File: src/rtl/synth_pkg.sv
// synth_pkg
// Shared types and constants for the synth voice sequencer.
//   seq_state_t  : sequencer FSM state (IDLE / GATE / GAP)
//   OSC_W        : width of the oscillator divider count
//   step_entry_t : one pattern RAM entry, {rest, count}
package synth_pkg;

    localparam int OSC_W = 12;

    typedef enum logic [1:0] {
        IDLE = 2'd0,
        GATE = 2'd1,
        GAP  = 2'd2
    } seq_state_t;

    typedef struct packed {
        logic             rest;
        logic [OSC_W-1:0] count;
    } step_entry_t;

endpackage

File: src/rtl/seq_timer.sv
// seq_timer
// Down-counter pair that times one sequencer step.
//   clk, arstn  : clock, asynchronous active-low reset
//   load        : start of a step, loads both counters
//   hold        : freezes both counters
//   period_m1   : step period minus 1 (cycles)
//   gate_m1     : gate-high length minus 1 (cycles); only meaningful when gate length >= 1
//   step_end    : high on the last cycle of the step
//   gate_end    : high on the last gate-high cycle of the step
module seq_timer #(
    parameter int TW = 16
) (
    input  logic          clk,
    input  logic          arstn,
    input  logic          load,
    input  logic          hold,
    input  logic [TW-1:0] period_m1,
    input  logic [TW-1:0] gate_m1,
    output logic          step_end,
    output logic          gate_end
);

    logic [TW-1:0] step_cnt;
    logic [TW-1:0] gate_cnt;

    // Both counters saturate at zero, so a strobe stays asserted until the
    // next load; the FSM only looks at them in the states where they matter.
    always_ff @(posedge clk or negedge arstn) begin
        if (!arstn) begin
            step_cnt <= '0;
            gate_cnt <= '0;
        end else if (load) begin
            step_cnt <= period_m1;
            gate_cnt <= gate_m1;
        end else if (!hold) begin
            if (step_cnt != '0) begin
                step_cnt <= step_cnt - TW'(1);
            end
            if (gate_cnt != '0) begin
                gate_cnt <= gate_cnt - TW'(1);
            end
        end
    end

    assign step_end = (step_cnt == '0);
    assign gate_end = (gate_cnt == '0);

endmodule

File: src/rtl/step_sequencer.sv
// step_sequencer
// Autonomous note sequencer: steps through a pattern of oscillator divider
// values and generates the ADSR gate for the synth voice.
//   clk, arstn  : clock, asynchronous active-low reset
//   wr_en       : pattern write strobe
//   wr_addr     : step index to write
//   wr_data     : {rest, count[11:0]}
//   run         : level, high runs the sequencer
//   hold        : freezes counters/FSM/index and forces trig low
//   last_step   : final step index before wrapping to 0
//   tempo_div   : step period minus 1 (0 treated as 1)
//   gate_len    : gate-high cycles per step (clamped to period minus 1)
//   osc_count   : oscillator divider of the current step
//   trig        : ADSR gate level
//   step_idx    : current step index
//   step_pulse  : one-cycle strobe on the first cycle of each step
module step_sequencer
    import synth_pkg::*;
#(
    parameter int STEPS = 8,
    parameter int TW    = 16
) (
    input  logic                     clk,
    input  logic                     arstn,
    input  logic                     wr_en,
    input  logic [$clog2(STEPS)-1:0] wr_addr,
    input  logic [OSC_W:0]           wr_data,
    input  logic                     run,
    input  logic                     hold,
    input  logic [$clog2(STEPS)-1:0] last_step,
    input  logic [TW-1:0]            tempo_div,
    input  logic [TW-1:0]            gate_len,
    output logic [OSC_W-1:0]         osc_count,
    output logic                     trig,
    output logic [$clog2(STEPS)-1:0] step_idx,
    output logic                     step_pulse
);

    localparam int AW = $clog2(STEPS);

    seq_state_t    state_q;
    seq_state_t    state_d;
    logic          run_q;
    step_entry_t   ram [STEPS];

    logic          begin_step;
    logic [AW-1:0] next_idx;
    step_entry_t   entry;
    logic [TW-1:0] tempo_eff;
    logic [TW-1:0] gate_eff;
    logic [TW-1:0] gate_m1;
    logic          step_end;
    logic          gate_end;

    // Pattern RAM. A write landing on the same edge as a step start is not
    // seen by that step: the read below uses the pre-edge contents.
    always_ff @(posedge clk or negedge arstn) begin
        if (!arstn) begin
            for (int i = 0; i < STEPS; i++) begin
                ram[i] <= '0;
            end
        end else if (wr_en) begin
            ram[wr_addr] <= step_entry_t'(wr_data);
        end
    end

    // Step timing derived from the live configuration; it is only consumed
    // when a step starts, which is what makes tempo/gate changes take effect
    // at the next boundary. The gate is clamped to P-1 so the last cycle of
    // every step is low and the ADSR sees a fresh rising edge each step.
    always_comb begin
        tempo_eff = (tempo_div == '0) ? TW'(1) : tempo_div;
        gate_eff  = (gate_len < tempo_eff) ? gate_len : tempo_eff;
        gate_m1   = (gate_eff == '0) ? '0 : gate_eff - TW'(1);
    end

    // Next-state logic. run is registered once, so both start and stop act
    // one edge after run is sampled; a stop beats a simultaneous boundary.
    always_comb begin
        state_d    = state_q;
        begin_step = 1'b0;
        next_idx   = '0;
        if (state_q != IDLE && step_idx < last_step) begin
            next_idx = step_idx + AW'(1);
        end
        entry = ram[next_idx];

        if (!run_q) begin
            state_d = IDLE;
        end else if (!hold) begin
            unique case (state_q)
                IDLE: begin_step = 1'b1;
                GATE: begin
                    if (step_end) begin
                        begin_step = 1'b1;
                    end else if (gate_end) begin
                        state_d = GAP;
                    end
                end
                GAP: begin
                    if (step_end) begin
                        begin_step = 1'b1;
                    end
                end
                default: state_d = IDLE;
            endcase
            if (begin_step) begin
                state_d = (entry.rest || gate_eff == '0) ? GAP : GATE;
            end
        end
    end

    seq_timer #(
        .TW(TW)
    ) u_timer (
        .clk       (clk),
        .arstn     (arstn),
        .load      (begin_step),
        .hold      (hold),
        .period_m1 (tempo_eff),
        .gate_m1   (gate_m1),
        .step_end  (step_end),
        .gate_end  (gate_end)
    );

    // State and registered outputs. osc_count only moves at step starts, so
    // it keeps the last played value through IDLE.
    always_ff @(posedge clk or negedge arstn) begin
        if (!arstn) begin
            state_q    <= IDLE;
            run_q      <= 1'b0;
            osc_count  <= '0;
            trig       <= 1'b0;
            step_idx   <= '0;
            step_pulse <= 1'b0;
        end else begin
            state_q    <= state_d;
            run_q      <= run;
            trig       <= (state_d == GATE) && !hold;
            step_pulse <= begin_step;
            if (state_d == IDLE) begin
                step_idx <= '0;
            end else if (begin_step) begin
                step_idx <= next_idx;
            end
            if (begin_step) begin
                osc_count <= entry.count;
            end
        end
    end

endmodule
File: config.mk
export PLATFORM = sky130hd
export DESIGN_NAME = step_sequencer
export DESIGN_NICKNAME = d
export VERILOG_FILES = /design/src/rtl/synth_pkg.sv /design/src/rtl/seq_timer.sv /design/src/rtl/step_sequencer.sv
export SDC_FILE = /design/constraint.sdc
export NUM_CORES = 1
export LEC_CHECK = 0
export CORE_MARGIN = 3
export CORE_UTILIZATION = 55
export CTS_BUF_LIST = sky130_fd_sc_hd__clkbuf_4
export DETAILED_ROUTE_END_ITERATION = 10
export PLACE_DENSITY = 0.79
export REMOVE_ABC_BUFFERS = 1
export SLEW_MARGIN = 20
export SYNTH_ARGS = -nofsm -noshare
export SYNTH_HDL_FRONTEND = slang
export SYNTH_SLANG_ARGS = --single-unit
File: constraint.sdc
create_clock -name clk -period 2.49 [get_ports clk]
set_clock_uncertainty 0.15 [all_clocks]
set_input_delay 0.3735 -clock clk [delete_from_list [all_inputs] [get_ports clk]]
set_output_delay 0.3735 -clock clk [all_outputs]
set_load 0.05 [all_outputs]
==> impl_metrics.tcl <==
set metrics [dict create \
    async_flop_share_pct 100 \
    ff2ff_setup_slack_ns -0.37 \
    ys_seq_area_share_pct 45.2 \
    synth_edf_count 0 \
    synth_warnings 0 \
    fin_crit_ns 3.39 \
    setup_viol 47 \
    drt_first_pass_iters 6 \
    viasPerCell 6.87 \
    rsz0062_at_grt "yes" \
    cts_buffers 17 \
    period_share_pct 136 \
    r2r_end "u_timer.gate_cnt[9]$_DFFE_PN0P_" \
    grt_overflow 0 \
    status "finished with violations" \
    gr-max-usage-layer "met2" \
    synth_area_mm2 0.00864 \
    drive_above_1_share_pct 49.6 \
    synth.most_common_cell "dfrtp_1" \
    gp_congestion 0.948 \
    critical_path.startpoint "gate_len[7]" \
    ys_top_cells_by_count "dfrtp_1 (156), mux2_2 (105), nand2_1 (56)" \
    grt_first_pass_wirelength_um 44600 \
    cap_viol_max_count 0 \
    crit_end "u_timer.gate_cnt[12]$_DFFE_PN0P_" \
    total_power_mw 8.95 \
    synth_top_area_share_pct 45.2 \
    std_cell_rows 45 \
    crit_type "in2reg" \
    place_ws_ns -1.81 \
    endpoint_kind "flip-flop" \
    vias 9059 \
    violations "negative setup slack" \
    drc 0 \
    maxSlewViolCount 0 \
    routed_wl_um 34800 \
    initial_core_util_pct 56.6 \
    arrival_ns 3.73 \
    dieArea_mm2 0.0172 \
    met1_usage_pct 41.5 \
    diodes 0 \
    die_h_um 131 \
    final_area_mm2 0.0125 \
    core_area_mm2 0.0153 \
    cts_tree "yes" \
    grt_pass1_vias 8531 \
    drtAntennaViolNets 0 \
    die_x_um 131 \
    dp_hpwl_um 16700 \
    tightest_slew_ns 0.758 \
    rr_startpoint "u_timer.gate_cnt[10]$_DFFE_PN0P_" \
    max_freq_mhz 295 \
    synth-seq-cells 156 \
    whs_ns 0.0163 \
    syn2layout_area_growth_pct 44.3 \
    start_kind "input port" \
    max_slew_margin_pct 48.9 \
    yosys.area.top_type "dfrtp_1" \
    clk_latency_ns 0.60 \
    leakagePower_nw 5.39 \
    avgRoutedWirePerCell_um 26.4 \
    clockBufferDepth 2 \
    hold_class "in2reg" \
    ctsHtreeMaxLevel 4 \
    cts.sinks 156 \
    fin_nets 1177 \
    grt_start_max_net_pins 50 \
    root_buffer "clkbuf_4" \
    cp_max_fo 5 \
    ir_worst_vdd_v 0.000672 \
    reg2reg_depth 9 \
    critPathRequiredTime_ns 2.83 \
    power_density_mw_per_mm2 718 \
    io_pins 73 \
    gr-usage-met3_pct 6.78 \
    grtUsageMet2_pct 53.1 \
    yosysUniqueCellTypes 62 \
    drt_first_iter_violations 1386 \
    synthCells 804 \
    cts.clk_slew.worst_paths_ns 0.14 \
    port_buffers 72 \
    final.setup.worst_slack_ns -0.896 \
    synthTopCellsByArea "dfrtp_1 (45%), mux2_2 (14%), ha_1 (3.8%)" \
    hold_viol_final 0 \
    syn_area_per_cell_um2 10.7 \
    grt_util_all_layers_pct 32.6 \
    antenna_found_initial 0 \
    postPlaceCellArea_mm2 0.0108 \
    ys.flop_type "dfrtp_1" \
]
[sequential cells by signal, summed over array words and instances, names as in the netlist]
name	flops
ram	104
u_timer.gate_cnt	16
u_timer.step_cnt	16
osc_count	12
step_idx	3
state_q	2
run_q	1
step_pulse	1
trig	1
[how the worst min path moves through the flow]
stage / slack, ns / cells past startpoint / start / endpoint
floorplan: -0.07 / 0 / arstn / osc_count[0]$_DFFE_PN0P_
finish: 0.02 / 4 / tempo_div[15] / u_timer.step_cnt[15]$_DFFE_PN0P_
global placement: 0.19 / 1 / arstn / osc_count[6]$_DFFE_PN0P_
global route: -0.005 / 4 / tempo_div[12] / u_timer.step_cnt[12]$_DFFE_PN0P_
detailed placement: 0.18 / 1 / arstn / osc_count[6]$_DFFE_PN0P_
CTS: 0.06 / 1 / run / run_q$_DFF_PN0_
[cell families after synthesis]
family	after synthesis	synth area share [%]
buffers and inverters	68	3.22
multiplexers	126	18.0
XOR/XNOR	44	4.46
AO/OA/AOI/OAI	167	12.4
AND/OR/NAND/NOR	217	13.0
flip-flops	156	45.2
adder cells (fa/ha/maj)	26	3.77
[worst max-delay path: stages]
cell and delay [ns]:
dlygate4sd2_1 0.30, ha_4 0.31, nand4_1 0.21, a211o_1 0.31, a211oi_2 0.20, or3_4 0.23
mux2i_4 0.29, ha_2 0.23, nor3b_4 0.25, nand2_2 0.11, nor4_4 0.29, a41oi_2 0.13
buf_6 0.22, o2111ai_2 0.09, o21ai_2 0.07, o31a_2 0.11
[power by group]
| part | internal (mW) | switching (mW) |
|---|---|---|
| clock | 0.427 | 1.06 |
| combinational | 1.80 | 1.95 |
| sequential | 3.20 | 0.506 |
| total | 5.43 | 3.52 |
[placed cells by master (no fill, tap or decap), types with 14 or more instances in the layout]
| cell type | n |
|---|---|
| o21ai_1 | 14 |
| buf_6 | 14 |
| nand2_1 | 36 |
| o211ai_1 | 29 |
| clkbuf_4 | 17 |
| nor3_1 | 14 |
| a21oi_1 | 37 |
| xnor2_1 | 30 |
| clkdlybuf4s50_1 | 39 |
| mux2_2 | 105 |
| nor2_1 | 35 |
| inv_1 | 17 |
| o21ai_2 | 16 |
| buf_4 | 206 |
| dfrtp_1 | 156 |
| or3_1 | 29 |
| clkbuf_2 | 14 |
[area by class of cell]
type / instances / area (um2)
Multi-Input combinational cell: 580 / 5210
Sequential cell: 156 / 3900
Fill cell: 704 / 2790
Timing Repair Buffer: 309 / 2690
Tap cell: 211 / 264
Clock inverter: 15 / 139
Clock buffer: 17 / 128
Inverter: 31 / 125
[per-stage QoR]
stage / cells / TNS (ns) / util [%]
5_1_grt: 1319 / -21.68 / 81.7
3_3_place_gp: 1215 / -38.06 / 70.8
4_1_cts: 1296 / -9.08 / 77.5
2_1_floorplan: 767 / -64.66 / -
3_5_place_dp: 1215 / -41.77 / 70.8
6_report: 1319 / -20.39 / 81.7
[what timing repair did]
item	4_1_cts	5_1_grt
gates resized for setup	163	148
buffers inserted	52	17
pin swaps	45	49
endpoints found under the hold margin	95	0
setup endpoints to repair	51	51
gates cloned	0	8
hold buffers	2	0
[per-layer routing]
layer	vias to the layer above	wire [um]
met2	826	15500
met3	317	4260
met4	0	2720
met5	-	0
met1	4365	12300
li1	3551	-
(Power assumes the default switching activity.)
